## config.mk

```make
export PLATFORM = sky130hd
export DESIGN_NAME = speed_meas_ctrl
export DESIGN_NICKNAME = d
export VERILOG_FILES = /design/src/rtl/speed_meas_pkg.sv /design/src/rtl/speed_divider.sv /design/src/rtl/speed_meas_ctrl.sv
export SDC_FILE = /design/constraint.sdc
export NUM_CORES = 1
export LEC_CHECK = 0
export ABC_CLOCK_PERIOD_IN_PS = 5200
export CORE_ASPECT_RATIO = 1.5
export CORE_MARGIN = 2
export CORE_UTILIZATION = 35
export DETAILED_ROUTE_END_ITERATION = 10
export PLACE_DENSITY = 0.47
export SYNTH_ARGS = -nofsm -noshare
export SYNTH_HDL_FRONTEND = slang
export SYNTH_SLANG_ARGS = --single-unit
```

## constraint.sdc

```tcl
create_clock -name clk -period 5.2 [get_ports clk]
set_input_delay 1.04 -clock clk [delete_from_list [all_inputs] [get_ports clk]]
set_output_delay 1.04 -clock clk [all_outputs]
set_load 0.05 [all_outputs]
```

## src/rtl/speed_meas_pkg.sv

```systemverilog
// Shared types and defaults for the two-gate speed measurement controller.
package speed_meas_pkg;

   typedef enum logic [2:0] {
      IDLE      = 3'd0,
      TIMING    = 3'd1,
      DIV_START = 3'd2,
      DIVIDE    = 3'd3,
      SHOW      = 3'd4
   } state_t;

   localparam int          SPEED_W         = 7;
   localparam int unsigned DEF_NUMERATOR   = 360_000_000;
   localparam int unsigned DEF_TIMEOUT_CYC = 12_000_000;

endpackage

```

## src/rtl/speed_divider.sv

```systemverilog
// Restoring divider, one quotient bit per cycle; done pulses NUM_W cycles after an accepted start.
module speed_divider #(
   parameter int NUM_W = 32
) (
   input  logic             clk,
   input  logic             rst_n,
   input  logic             start,
   input  logic             abort,
   input  logic [NUM_W-1:0] dividend,
   input  logic [NUM_W-1:0] divisor,
   output logic [NUM_W-1:0] quotient,
   output logic             done
);

   localparam int CW = $clog2(NUM_W + 1);

   logic [NUM_W-1:0] rem;
   logic [NUM_W-1:0] dvsr;
   logic [CW-1:0]    steps;
   logic             run;
   logic [NUM_W:0]   shifted;
   logic [NUM_W:0]   diff;

   // quotient doubles as the dividend shift register; its MSB feeds the partial remainder
   assign shifted = {rem, quotient[NUM_W-1]};
   assign diff    = shifted - {1'b0, dvsr};

   always_ff @(posedge clk or negedge rst_n) begin
      if (!rst_n) begin
         rem      <= '0;
         dvsr     <= '0;
         quotient <= '0;
         steps    <= '0;
         run      <= 1'b0;
         done     <= 1'b0;
      end else begin
         done <= 1'b0;
         if (abort) begin
            run   <= 1'b0;
            steps <= '0;
         end else if (!run) begin
            if (start) begin
               quotient <= dividend;
               dvsr     <= divisor;
               rem      <= '0;
               steps    <= CW'(NUM_W);
               run      <= 1'b1;
            end
         end else begin
            if (!diff[NUM_W]) begin
               rem      <= diff[NUM_W-1:0];
               quotient <= {quotient[NUM_W-2:0], 1'b1};
            end else begin
               rem      <= shifted[NUM_W-1:0];
               quotient <= {quotient[NUM_W-2:0], 1'b0};
            end
            steps <= steps - CW'(1);
            if (steps == CW'(1)) begin
               run  <= 1'b0;
               done <= 1'b1;
            end
         end
      end
   end

endmodule

```

## src/rtl/speed_meas_ctrl.sv

```systemverilog
// Two-gate transit timer with sequenced divide and saturated speed output.
// Optional SENSOR_SYNC_EN adds a 2-FF synchronizer on both sensor inputs.
module speed_meas_ctrl
   import speed_meas_pkg::*;
#(
   parameter int unsigned NUMERATOR   = DEF_NUMERATOR,
   parameter int          NUM_W       = 32,
   parameter int          CNT_W       = 24,
   parameter int unsigned TIMEOUT_CYC = DEF_TIMEOUT_CYC,
   parameter int unsigned SPEED_MAX   = 99
) (
   input  logic               clk,
   input  logic               rst_n,
   input  logic               sensor_a,
   input  logic               sensor_b,
   input  logic               clear,
   output logic [SPEED_W-1:0] speed,
   output logic               speed_valid,
   output logic               busy,
   output logic               timeout_err
);

   logic             a_s, b_s, a_last, b_last, a_rise, b_rise;
   state_t           state;
   logic [CNT_W-1:0] count, transit;
   logic             zero_div;
   logic             div_start, div_done, wait_done;
   logic [NUM_W-1:0] quotient;
   logic [SPEED_W-1:0] speed_next;

`ifdef SENSOR_SYNC_EN
   logic [1:0] a_sync, b_sync;

   always_ff @(posedge clk or negedge rst_n) begin
      if (!rst_n) begin
         a_sync <= '0;
         b_sync <= '0;
      end else begin
         a_sync <= {a_sync[0], sensor_a};
         b_sync <= {b_sync[0], sensor_b};
      end
   end

   assign a_s = a_sync[1];
   assign b_s = b_sync[1];
`else
   assign a_s = sensor_a;
   assign b_s = sensor_b;
`endif

   assign a_rise = a_s & ~a_last;
   assign b_rise = b_s & ~b_last;
   assign busy   = (state == TIMING) || (state == DIVIDE);

   // zero transit skips the divider but count paces DIVIDE so latency matches a real divide
   assign div_start = (state == DIV_START) && (transit != '0);
   assign wait_done = zero_div ? (count == CNT_W'(NUM_W)) : div_done;
   assign speed_next = (zero_div || (quotient > NUM_W'(SPEED_MAX))) ? SPEED_W'(SPEED_MAX)
                                                                     : quotient[SPEED_W-1:0];

   speed_divider #(.NUM_W(NUM_W)) u_div (
      .clk      (clk),
      .rst_n    (rst_n),
      .start    (div_start),
      .abort    (clear),
      .dividend (NUM_W'(NUMERATOR)),
      .divisor  (NUM_W'(transit)),
      .quotient (quotient),
      .done     (div_done)
   );

   always_ff @(posedge clk or negedge rst_n) begin
      if (!rst_n) begin
         state       <= IDLE;
         count       <= '0;
         transit     <= '0;
         zero_div    <= 1'b0;
         a_last      <= 1'b0;
         b_last      <= 1'b0;
         speed       <= '0;
         speed_valid <= 1'b0;
         timeout_err <= 1'b0;
      end else begin
         a_last      <= a_s;
         b_last      <= b_s;
         speed_valid <= 1'b0;
         if (clear) begin
            state       <= IDLE;
            count       <= '0;
            zero_div    <= 1'b0;
            speed       <= '0;
            timeout_err <= 1'b0;
         end else begin
            case (state)
               IDLE: begin
                  if (a_rise) begin
                     state       <= TIMING;
                     count       <= '0;
                     timeout_err <= 1'b0;
                  end
               end
               TIMING: begin
                  if (a_rise) begin
                     count <= '0;
                  end else if (b_rise) begin
                     transit <= count;
                     state   <= DIV_START;
                  end else if (count == CNT_W'(TIMEOUT_CYC - 1)) begin
                     state       <= IDLE;
                     timeout_err <= 1'b1;
                  end else begin
                     count <= count + CNT_W'(1);
                  end
               end
               DIV_START: begin
                  zero_div <= (transit == '0);
                  count    <= '0;
                  state    <= DIVIDE;
               end
               DIVIDE: begin
                  if (zero_div) count <= count + CNT_W'(1);
                  if (wait_done) begin
                     speed       <= speed_next;
                     speed_valid <= 1'b1;
                     state       <= SHOW;
                  end
               end
               SHOW:    state <= IDLE;
               default: state <= IDLE;
            endcase
         end
      end
   end

endmodule

```

# Word-level counts from Yosys, hierarchy flattened

Index checks and enable logic that the tools add are counted.

Muxes and demuxes: 46
Equality and inequality tests: 15
$add $sub $neg: 3
Bitwise logic cells: 7
Order comparisons: 1
Reductions and logical operators: 20

Operator list:

| kind                                                                  | count |
|---|---|
| 32-bit 2-to-1 mux                                                     | 5 |
| 24-bit 2-to-1 mux                                                     | 6 |
| 24-bit case mux with 4 select lines                                   | 1 |
| 33-bit by 24-bit subtractor with 33-bit output                        | 1 |
| 32-bit by 7-bit > comparator with 1-bit output, second input constant | 1 |
| 7-bit 2-to-1 mux                                                      | 4 |
| 24-bit by 1-bit adder with 24-bit output, second input constant       | 1 |
| 24-bit == test, second input constant                                 | 1 |
| 24-bit by 6-bit == test with 1-bit output, second input constant      | 1 |
| 24-bit zero test                                                      | 1 |
| 24-bit nonzero test                                                   | 1 |
| 1-bit 2-to-1 mux                                                      | 19 |
| 3-bit 2-to-1 mux                                                      | 6 |
| 6-bit 2-to-1 mux                                                      | 3 |
| 3-bit inequality test, second input constant                          | 5 |
| 3-bit case mux with 4 select lines                                    | 1 |
| 5-bit AND reduction                                                   | 2 |
| 4-bit inequality test, second input constant                          | 2 |
| 4-bit AND reduction                                                   | 2 |
| 2-bit nonzero test                                                    | 4 |
| 3-bit by 2-bit == test with 1-bit output, second input constant       | 2 |
| 6-bit by 1-bit == test with 1-bit output, second input constant       | 1 |
| 3-bit nonzero test                                                    | 2 |
| 6-bit by 1-bit subtractor with 6-bit output, second input constant    | 1 |
| other kinds (12)                                                      | 19 |

Register bits: 159
Output and inout bits: 10
Input port bits: 5
Word-level logic and storage cells: 107

# Logic depth before layout (Yosys ltp)

Gate-level depths: netlist of the first run.

Depth after elaboration: 6
Gate-level depth with buffers: 15
Depth with buffers taken out: 12

# Cells and area by module

From an unflattened synthesis of the first run, not the netlist that was laid out.

Cell total of the unflattened synthesis: 1047
Area, all modules: 9686.8 sq um

By module, submodules not included:

| module          | seq. area each (sq um) | instances | cells an instance | area each (sq um) |
|---|---|---|---|---|
| speed_divider   | 2602.5                 | 1         | 718               | 6322.3 |
| speed_meas_ctrl | 1576.5                 | 1         | 329               | 3364.5 |

# Worst setup path after synthesis of the first run

Ideal clock, no wire load.

Kind: flip-flop to flip-flop
Start point: register u_div.quotient[31]
End point: register u_div.rem[12]
Required time: 5069 ps
Library setup time: 131 ps
Buffers on the path: 3
Period minus slack after synthesis: 3074 ps
Slack: 2126 ps
Cell stages (with the launch flop): 16
Arrival: 2943 ps
Cell sequence: dfrtp_1 > inv_1 > ha_1 > inv_1 > fa_1 > a21o_1 > a2111o_1 > nand3_1 > a31oi_1 > or3_1 > buf_2 > and2_4 > buf_6 > buf_8 > mux2i_1 > o21ai_1

Longest elaborated chain between the ends: 3

Ends and longest elaborated chain:

| element                                        | line                | source |
|---|---|---|
| start, declared                                | speed_divider.sv:11 | `output logic [NUM_W-1:0] quotient,` |
| start signal, assigned                         | speed_divider.sv:43 | `quotient <= dividend;` |
| start signal, assigned                         | speed_divider.sv:52 | `quotient <= {quotient[NUM_W-2:0], 1'b1};` |
| start signal, assigned                         | speed_divider.sv:55 | `quotient <= {quotient[NUM_W-2:0], 1'b0};` |
| 33-bit by 24-bit subtractor with 33-bit output | speed_divider.sv:26 | `assign diff = shifted - {1'b0, dvsr};` |
| 32-bit 2-to-1 mux                              | speed_divider.sv:50 | `if (!diff[NUM_W]) begin` |
| 32-bit 2-to-1 mux                              | speed_divider.sv:41 | `end else if (!run) begin` |
| end signal, assigned                           | speed_divider.sv:51 | `rem <= diff[NUM_W-1:0];` |
| end signal, assigned                           | speed_divider.sv:54 | `rem <= shifted[NUM_W-1:0];` |
| end, declared                                  | speed_divider.sv:17 | `logic [NUM_W-1:0] rem;` |

Every way passes these cells.
A chain may end at the register's enable or synchronous reset.

# Final worst setup path of the first run

Start point: input port clear
End point: register count[13]

Longest elaborated chain between the ends: 2
Elaborated cells between the ends (all ways): 7
Those cells by class: eq/ne: 4; mux: 1; reduce/logical: 2

Ends and longest elaborated chain:

| element                                                        | line                   | source |
|---|---|---|
| start, declared                                                | speed_meas_ctrl.sv:16  | `input logic clear,` |
| 4-bit inequality test (no source line) (tied with other cells) | -                      |  |
| 5-bit AND reduction (no source line)                           | -                      |  |
| end signal, assigned                                           | speed_meas_ctrl.sv:112 | `count <= count + CNT_W'(1);` |
| end signal, assigned                                           | speed_meas_ctrl.sv:121 | `if (zero_div) count <= count + CNT_W'(1);` |
| end, declared                                                  | speed_meas_ctrl.sv:25  | `logic [CNT_W-1:0] count, transit;` |

Parallel ways exist; a longest one is shown, timed or not.

==> flow_metrics.tcl, run 1 <==
set metrics [dict create \
    antenna_found_initial 0 \
    yosys.area.top_type_share_pct 47.60 \
    slew_headroom_pct 33.98 \
    powerDensity_nw_per_um2 410.7 \
    post_cts_buffers 0 \
    clk_latency_ps 430 \
    cts_tree "done" \
    synth_edf_count 0 \
    wl_um 20460 \
    worst_pin_slew_ps 990.3 \
    worstPathRequired_ps 5500 \
    rsz0062_at_grt "false" \
    synth.distinct_cells 70 \
    via_count 6310 \
    antenna_cells 0 \
    start_util_pct 35.47 \
    path_buf_inv 2 \
    min_period_over_period_pct 69.92 \
    syn_area_per_cell_um2 10.21 \
    first_pass_iters 5 \
    ctsHoldBuffers 0 \
    intPower_mw 2.648 \
    drive_above_1_share_pct 12.93 \
    viasPerCell 5.468 \
    max_stage_delay_ps 800 \
    period_needed_ps 3636 \
    total_leakage_power_nw 4.392 \
    hp-class "register to register" \
    cpMaxStageDelayCell "clkdlybuf4s50_1" \
    startpoint_type "primary input" \
    cp.arrival_ps 3940 \
    drt-initial-drc-count 233 \
    grt_max_degree 90 \
    p_total_mw 3.886 \
    h-tree-depth 4 \
    critical_path_class "primary input to register" \
    hold_viol_final 0 \
    power_frac_comb_pct 27.1 \
    io_buffers 14 \
    ioPinCount 15 \
    num_rows 69 \
    final_antenna_net_count 0 \
    drc_errors 0 \
    fmax_ghz 0.2750 \
    ys_seq_area_share_pct 47.60 \
    cts_buffers 17 \
    async_flop_share_pct 100.0 \
    synth_area_leader_cell "dfrtp_1" \
    pwr-share-seq_pct 37.6 \
    fin_worst_skew_ps 8.368 \
    p_sw_share_pct 31.87 \
    path_cells "clkdlybuf4s50_1 > nor2_1 > nand4_1 > or2_2 > o211ai_1 > buf_4 > nor3_1 > a31oi_1 > o21ai_0 > o31ai_1" \
    crit_family "simple AND/OR/NAND/NOR gates" \
    setup_violations 0 \
    grt_pass1_wl_um 34250 \
    status "completed" \
    areaGrowthSynthToFinish_pct 13.20 \
    yosysWarnings 0 \
    drv_slew 0 \
    max-vdd-ir-drop_mv 0.2210 \
    syn_inst 819 \
    drv_cap 0 \
    worst-path-max-fanout 26 \
    fp.dieW_um 130.2 \
    path_clk_slew_ps 60 \
    place.gp.congestion 0.8588 \
    cts_num_sinks 159 \
    nets 856 \
    dp_hpwl_um 14930 \
    core_area_um2 23570 \
    synth_ff_type "dfrtp_1" \
    synth_area_um2 8359 \
    cts.path.max_buffers 2 \
    grt_pass1_vias 6512 \
    clkPwrFrac_pct 35.3 \
    power_switching_mw 1.238 \
    dieHeight_um 193.3 \
    synth_nets 853 \
    cts_root_buf "clkbuf_16" \
    grt-ovfl-total 0 \
    ys_seq_elements 159 \
    final.setup.tns_ps 0 \
    track_usage_pct 17.24 \
    ys_top_cells_by_area "dfrtp_1 (48%), mux2_2 (6.6%), ha_1 (4.2%), nand2_1 (2.9%), o21ai_0 (2.6%)" \
    die-area_um2 25160 \
    endpoint_kind "register" \
    cts_resized 0 \
    wl_per_cell_um 17.73 \
]
## power groups by stage
stage | registers, mW | logic [mW] | clock network, mW
after floorplan | 1.45 | 0.845 | 0
after global placement | 1.48 | 1.05 | 0
after detailed placement | 1.48 | 1.06 | 0
after CTS | 1.46 | 1.06 | 1.41
after global routing | 1.48 | 1.17 | 1.46
final | 1.46 | 1.05 | 1.37
## path summary, 6_finish.rpt
kind,startpoint,end,slack (ps),depth (start not counted)
worst min register to register,speed[5],speed[5],490,2
worst max register to register,u_div.quotient[31],u_div.rem[26],1620,12
min in group asynchronous,rst_n,u_div.rem[29],680,1
worst max-delay path,clear,count[13],1560,10
max in group asynchronous,rst_n,transit[9],3600,2
worst min-delay path,speed[5],speed[5],490,2
## metrics by stage
step	instance area (um2)	setup slack, ps	util, %	instances	hold WS [ps]
floorplan	8359	2126	-	819	469.0
global placement	8816	1162	37.41	1122	473.0
detailed placement	8816	1087	37.41	1122	481.1
CTS	9463	1556	40.15	1154	496.9
global route	9463	1235	40.15	1154	521.9
finish	9463	1564	40.15	1154	491.5
## flip-flops by register name, indices dropped and copies added (netlist names), 3 cells and up
| register | count |
|---|---|
| u_div.quotient | 32 |
| u_div.steps | 6 |
| transit | 24 |
| u_div.dvsr | 24 |
| speed | 7 |
| u_div.rem | 32 |
| state | 3 |
| count | 24 |
## Yosys cell counts (5+ instances only)
master,count
nand3_1,26
o21bai_1,6
nor3_1,15
dfrtp_1,159
and3_1,8
a21o_1,12
clkbuf_1,30
a31oi_1,5
a32oi_1,6
mux2i_1,18
a21oi_1,30
xor2_1,17
inv_1,47
xnor2_1,24
nand2_1,64
mux2_2,49
or2_2,8
a22o_1,25
ha_1,28
nor4_1,17
nand4_1,13
nor2_1,49
o31ai_1,6
o22a_1,11
and2_1,7
o21ai_1,10
o21ai_0,44
nand2b_1,9
## worst reg2reg max path, stage by stage (launching register included)
cell	delay (ps)
dfrtp_1	390
inv_1	90
ha_1	180
inv_1	60
fa_1	400
a21o_1	250
a2111o_1	460
a21oi_1	160
nor3_1	120
a21boi_0	420
o21ai_0	300
a211o_1	360
a221o_1	290
## metal layers
layer / global-route usage [%] / wire (um)
met1: 20.58 / 8482
met2: 30.52 / 10950
met3: 2.987 / 525
met4: 6.372 / 504
met5: 0 / 0
## layout by cell type (no fill, tap or decap), types with 7 or more instances in the layout
cell / count
inv_1: 47
nand2_1: 64
mux2i_1: 18
clkdlybuf4s50_1: 13
xor2_1: 17
xnor2_1: 24
o22a_1: 11
nor2_1: 49
and3_1: 8
ha_1: 28
nand4_1: 13
a21oi_1: 30
a21o_1: 12
o21ai_1: 9
o21ai_0: 44
nor4_1: 17
clkbuf_16: 17
dfrtp_1: 159
or2_2: 8
a22o_1: 25
mux2_2: 49
nand3_1: 26
nor3_1: 15
and2_1: 7
nand2b_1: 9
## layout make-up
cell class / instances / area, um2
inverters: 47 / 176.4
fillers: 2276 / 14110
flip-flops and latches: 159 / 3979
repair buffers: 20 / 198.9
clock buffers: 22 / 474.2
clock inverters: 10 / 172.7
multi-input cells: 577 / 4063
well taps: 319 / 399.1
## kinds of logic (layout without fill, tap and decap cells)
logic type | Yosys count | count (layout) | synth area share, %
flops | 159 | 159 | 47.60
buf+inv | 83 | 99 | 3.966
fa+ha+maj | 29 | 29 | 4.431
simple gates | 243 | 243 | 14.70
mux | 67 | 67 | 8.756
compound gates | 197 | 197 | 16.26
xor+xnor | 41 | 41 | 4.296
(Power assumes the default switching activity.)
==> inputs of run 2 (changes only) <==
--- a/config.mk
+++ b/config.mk
@@ -5,7 +5,7 @@
 export SDC_FILE = /design/constraint.sdc
 export NUM_CORES = 1
 export LEC_CHECK = 0
-export ABC_CLOCK_PERIOD_IN_PS = 5200
+export ABC_CLOCK_PERIOD_IN_PS = 3600
 export CORE_ASPECT_RATIO = 1.5
 export CORE_MARGIN = 2
 export CORE_UTILIZATION = 35
==> constraint.sdc (replaced) <==
create_clock -name clk -period 3.6 [get_ports clk]
set_input_delay 0.72 -clock clk [delete_from_list [all_inputs] [get_ports clk]]
set_output_delay 0.72 -clock clk [all_outputs]
set_load 0.05 [all_outputs]
==> run 2 against run 1 <==
  * Count of clock-buffer cells in the layout decreased by 1
  * Highest routed layer unchanged
  * Largest cell class unchanged
  * Via count is 2.1% lower
  * Utilization increased by 0.15 points
==> flow_metrics.tcl, run 2 (same netlist as run 1, synthesis figures left out) <==
set metrics [dict create \
    drt-initial-drc-count 337 \
    ioPinCount 15 \
    cts_buffers 17 \
    worst_pin_slew_ps 880.6 \
    status "completed" \
    cts_num_sinks 159 \
    endpoint_kind "register" \
    final_antenna_net_count 0 \
    power_frac_comb_pct 28.0 \
    wl_per_cell_um 17.32 \
    max-vdd-ir-drop_mv 0.3420 \
    h-tree-depth 4 \
    top_regs "u_div.quotient (32), u_div.rem (32)" \
    clk_latency_ps 430 \
    place_inst 1133 \
    cts_resized 0 \
    worst-path-max-fanout 7 \
    via_count 6176 \
    start_util_pct 35.47 \
    fin_util_pct 40.30 \
    p_sw_share_pct 32.74 \
    areaGrowthSynthToFinish_pct 13.64 \
    grt_max_degree 55 \
    clkPwrFrac_pct 33.4 \
    dieHeight_um 193.3 \
    startpoint_type "register" \
    antenna_found_initial 0 \
    most-common-layout-cells "dfrtp_1 (159), nand2_1 (64), nor2_1 (49), mux2_2 (49), inv_1 (47)" \
    viasPerCell 5.301 \
    antenna_cells 0 \
    final_common_cell "dfrtp_1" \
    rsz0062_at_grt "false" \
    grt_pass1_vias 6449 \
    core_area_um2 23570 \
    total_leakage_power_nw 4.424 \
    place.gp.congestion 0.8405 \
    p_total_mw 5.473 \
    hp-class "primary input to asynchronous set/reset pin" \
    track_usage_pct 17.04 \
    ctsHoldBuffers 0 \
    nets 867 \
    period_needed_ps 3367 \
    setup_violations 0 \
    drive_above_1_share_pct 14.07 \
    cp.arrival_ps 3680 \
    die-area_um2 25160 \
    reg2regPathDepth 12 \
    drc_errors 0 \
    fmax_ghz 0.2970 \
    intPower_mw 3.681 \
    cts_tree "done" \
    dp_hpwl_um 14680 \
    worstPathRequired_ps 3910 \
    powerDensity_nw_per_um2 576.1 \
    wl_um 20180 \
    fp.dieW_um 130.2 \
    fin_cells 1165 \
    path_clk_slew_ps 70 \
    io_buffers 14 \
    cts.path.max_buffers 2 \
    final.setup.tns_ps 0 \
    first_pass_iters 4 \
    whs_ps 255.7 \
    min_period_over_period_pct 93.54 \
    grt-ovfl-total 0 \
    post_cts_buffers 0 \
    drv_cap 0 \
    num_rows 69 \
    fin_worst_skew_ps 7.234 \
    critical_path_class "register to register" \
    hold_viol_final 0 \
    grt_pass1_wl_um 33960 \
    cts_root_buf "clkbuf_16" \
    pwr-share-seq_pct 38.7 \
    drv_slew 0 \
    slew_headroom_pct 40.55 \
    power_switching_mw 1.792 \
]
run 2: cell types whose count changed in the layout (fill, tap and decap cells not counted):
| cell | previous run | this run |
|---|---|---|
| buf_4 | 5 | 15 |
| bufinv_16 | 4 | 2 |
| clkinv_2 | 1 | 3 |
| buf_12 | 1 | 2 |
| clkbuf_8 | 3 | 2 |
| clkinvlp_4 | 1 | 2 |
| inv_6 | 2 | 3 |
| inv_8 | 2 | 1 |
run 2: power groups by stage:
| stage | logic (mW) | clock network [mW] | registers, mW |
|---|---|---|---|
| after floorplan | 1.22 | 0 | 2.10 |
| after global placement | 1.52 | 0 | 2.14 |
| after detailed placement | 1.54 | 0 | 2.15 |
| after CTS | 1.55 | 1.87 | 2.11 |
| after global routing | 1.70 | 1.96 | 2.14 |
| final | 1.53 | 1.83 | 2.12 |
run 2: area by class of cell:
| type | instances | area, um2 |
|---|---|---|
| Clock buffer | 21 | 460.4 |
| Fill cell | 2311 | 14070 |
| Sequential cell | 159 | 3979 |
| Multi-Input combinational cell | 577 | 4063 |
| Timing Repair Buffer | 31 | 294.0 |
| Clock inverter | 11 | 127.6 |
| Inverter | 47 | 176.4 |
| Tap cell | 319 | 399.1 |
run 2: path summary, 6_finish.rpt:
path | startpoint | to | slack [ps]
min in group clk | speed[6] | speed[6] | 490
min | rst_n | u_div.rem[24] | 260
max | u_div.quotient[31] | u_div.rem[25] | 230
max in group asynchronous | rst_n | transit[23] | 2560
min reg2reg | speed[6] | speed[6] | 490
max reg2reg | u_div.quotient[31] | u_div.rem[25] | 230
run 2: metal layers:
metal | track usage (%) | wire, um | part of all wire [%]
met5 | 0 | 0 | 0
met4 | 5.177 | 216 | 1.1
met3 | 2.738 | 387 | 1.9
met2 | 30.48 | 10870 | 54
met1 | 20.69 | 8705 | 43
run 2: per-stage QoR:
stage                     cell area [um2]  worst slack [ps]
after floorplan                      8359             525.5
after global placement               8911             353.8
after detailed placement             8911             269.1
after CTS                            9499             239.3
after global routing                 9499             69.45
final                                9499             232.6
run 2: critical path, stage by stage, from the launching register on:
cell and delay [ps]:
dfrtp_1 380, inv_1 90, ha_1 180, inv_1 50, fa_1 390, a21o_1 230, a2111o_1 460, nand3_1 110
a31oi_1 150, o21ai_2 270, nand3_1 230, or2_1 340, a311o_1 360
==> inputs of run 3 (changes only) <==
--- a/config.mk
+++ b/config.mk
@@ -6,11 +6,13 @@
 export NUM_CORES = 1
 export LEC_CHECK = 0
 export ABC_CLOCK_PERIOD_IN_PS = 3600
+export CAP_MARGIN = 25
 export CORE_ASPECT_RATIO = 1.5
 export CORE_MARGIN = 2
 export CORE_UTILIZATION = 35
 export DETAILED_ROUTE_END_ITERATION = 10
 export PLACE_DENSITY = 0.47
+export SETUP_SLACK_MARGIN = 0.4
 export SYNTH_ARGS = -nofsm -noshare
 export SYNTH_HDL_FRONTEND = slang
 export SYNTH_SLANG_ARGS = --single-unit
==> run 3 against run 2 <==
  * Count of clock-buffer cells in the layout is the same
  * Sequential power is essentially flat
  * Die area is the same
==> flow_metrics.tcl, run 3 (same netlist as run 1, synthesis figures left out) <==
set metrics [dict create \
    drc_errors 0 \
    cts_tree "done" \
    status "completed" \
    critical_path_class "register to register" \
    io_buffers 14 \
    worst-path-max-fanout 6 \
    h-tree-depth 4 \
    max_stage_delay_ps 420 \
    dr_wl_met3_um 381 \
    worstPathRequired_ps 3910 \
    cts.path.max_buffers 2 \
    track_usage_pct 17.07 \
    cts_buffers 17 \
    num_rows 69 \
    die-area_um2 25160 \
    grt_pass1_vias 6468 \
    nets 875 \
    powerDensity_nw_per_um2 586.9 \
    start_util_pct 35.47 \
    wl_met1_um 8895 \
    wl_per_cell_um 17.53 \
    startpoint_type "register" \
    p_total_mw 5.650 \
    core_area_um2 23570 \
    fmax_ghz 0.3202 \
    rsz0062_at_grt "false" \
    final_common_cell "dfrtp_1" \
    first_pass_iters 5 \
    drv_cap 0 \
    hold_viol_final 0 \
    most-common-layout-cells "dfrtp_1 (159), nand2_1 (63), nor2_1 (49), mux2_2 (49), inv_1 (46)" \
    total_leakage_power_nw 4.483 \
    cts_num_sinks 159 \
    dp_hpwl_um 14680 \
    slew_headroom_pct 55.42 \
    grt_max_degree 55 \
    cpMaxStageDelayCell "a2111o_1" \
    dr_wl_met2_um 10980 \
    drive_above_1_share_pct 15.93 \
    hp-class "primary input to asynchronous set/reset pin" \
    endpoint_kind "register" \
    fin_worst_skew_ps 7.853 \
    viasPerCell 5.310 \
    top_regs "u_div.quotient (32), u_div.rem (32)" \
    grt-ovfl-total 0 \
    setup_violations 0 \
    via_count 6229 \
    top_layer_used "met4" \
    period_needed_ps 3123 \
    dieHeight_um 193.3 \
    antenna_found_initial 0 \
    cp.arrival_ps 3430 \
    clk_latency_ps 430 \
    nFillCells 2291 \
    fin_util_pct 40.84 \
    ioPinCount 15 \
    path_buf_inv 2 \
    cts_root_buf "clkbuf_16" \
    min_period_over_period_pct 86.75 \
    max-vdd-ir-drop_mv 0.3429 \
    grt_pass1_wl_um 34010 \
    place_inst 1133 \
    drt-initial-drc-count 335 \
    path_clk_slew_ps 70 \
    final_antenna_net_count 0 \
    worst_pin_slew_ps 668.8 \
    wl_um 20560 \
    areaGrowthSynthToFinish_pct 15.15 \
    crit_family "compound AO/OA/AOI/OAI gates" \
    final.setup.tns_ps 0 \
    place.gp.congestion 0.8405 \
    whs_ps 258.1 \
    fin_cells 1173 \
    antenna_cells 0 \
    path_cells "inv_2 > ha_1 > inv_1 > fa_1 > a21o_1 > a2111o_1 > nand3_2 > a31oi_4 > o21ai_4 > nand4_1 > a211o_1 > a221o_1" \
    fp.dieW_um 130.2 \
    drv_slew 0 \
]
## run 3: changes by cell type in the layout (fill, tap and decap cells not counted), sizes merged
cell  delta
buf      +6
and2     +2
## run 3: layer usage
layer  vias to the layer above  global-route usage [%]
li1                       3015                       -
met1                      3118                   20.69
met2                        76                   30.56
met3                        20                   2.738
met4                         0                   5.177
met5                         -                       0
## run 3: worst register-to-register path: cells and delay by family (launching register included)
kind	cells	cell delay [ps]
AOI/OAI and AO/OA	6	1610
and+or+nand+nor	2	310
buffers and inverters	2	120
adders and majority gates	2	560
DFF	1	390
## run 3: area by class of cell
class	count	area, um2	share of cell area (%)
Clock buffer	21	460.4	4.784
Clock inverter	11	127.6	1.326
Inverter	47	176.4	1.833
Multi-Input combinational cell	579	4144	43.05
Sequential cell	159	3979	41.34
Tap cell	319	399.1	4.147
Timing Repair Buffer	37	339.1	3.523
## run 3: path summary, 6_finish.rpt
path | cells after the start | to | slack [ps] | startpoint
max in group asynchronous | 2 | transit[23] | 2550 | rst_n
min in group clk | 2 | speed[6] | 490 | speed[6]
worst max register to register | 12 | u_div.rem[26] | 480 | u_div.quotient[31]
worst min-delay path | 1 | u_div.rem[24] | 260 | rst_n
worst min register to register | 2 | speed[6] | 490 | speed[6]
worst max-delay path | 12 | u_div.rem[26] | 480 | u_div.quotient[31]
## run 3: timing repair
item / 4_1_cts / 5_1_grt
pin swaps: 2 / 6
endpoints found under the setup margin: 17 / 32
endpoints found under the hold margin: 0 / 0
resized for setup: 4 / 13
hold buffers: 0 / 0
cloned: 0 / 2
setup buffers: 2 / 4
## run 3: where the power goes
group          total [mW]  switching, mW  internal [mW]  leakage (nW)
clock network        1.83          0.759           1.07         0.286
logic                1.71          0.950          0.759          2.01
registers            2.12          0.165           1.95          2.18
total                5.65           1.87           3.78          4.48
## run 3: per-stage QoR
stage | worst slack (ps) | area, um2
6_report | 476.8 | 9625
3_5_place_dp | 269.1 | 8911
5_1_grt | 381.0 | 9625
2_1_floorplan | 525.5 | 8359
3_3_place_gp | 353.8 | 8911
4_1_cts | 353.1 | 9519
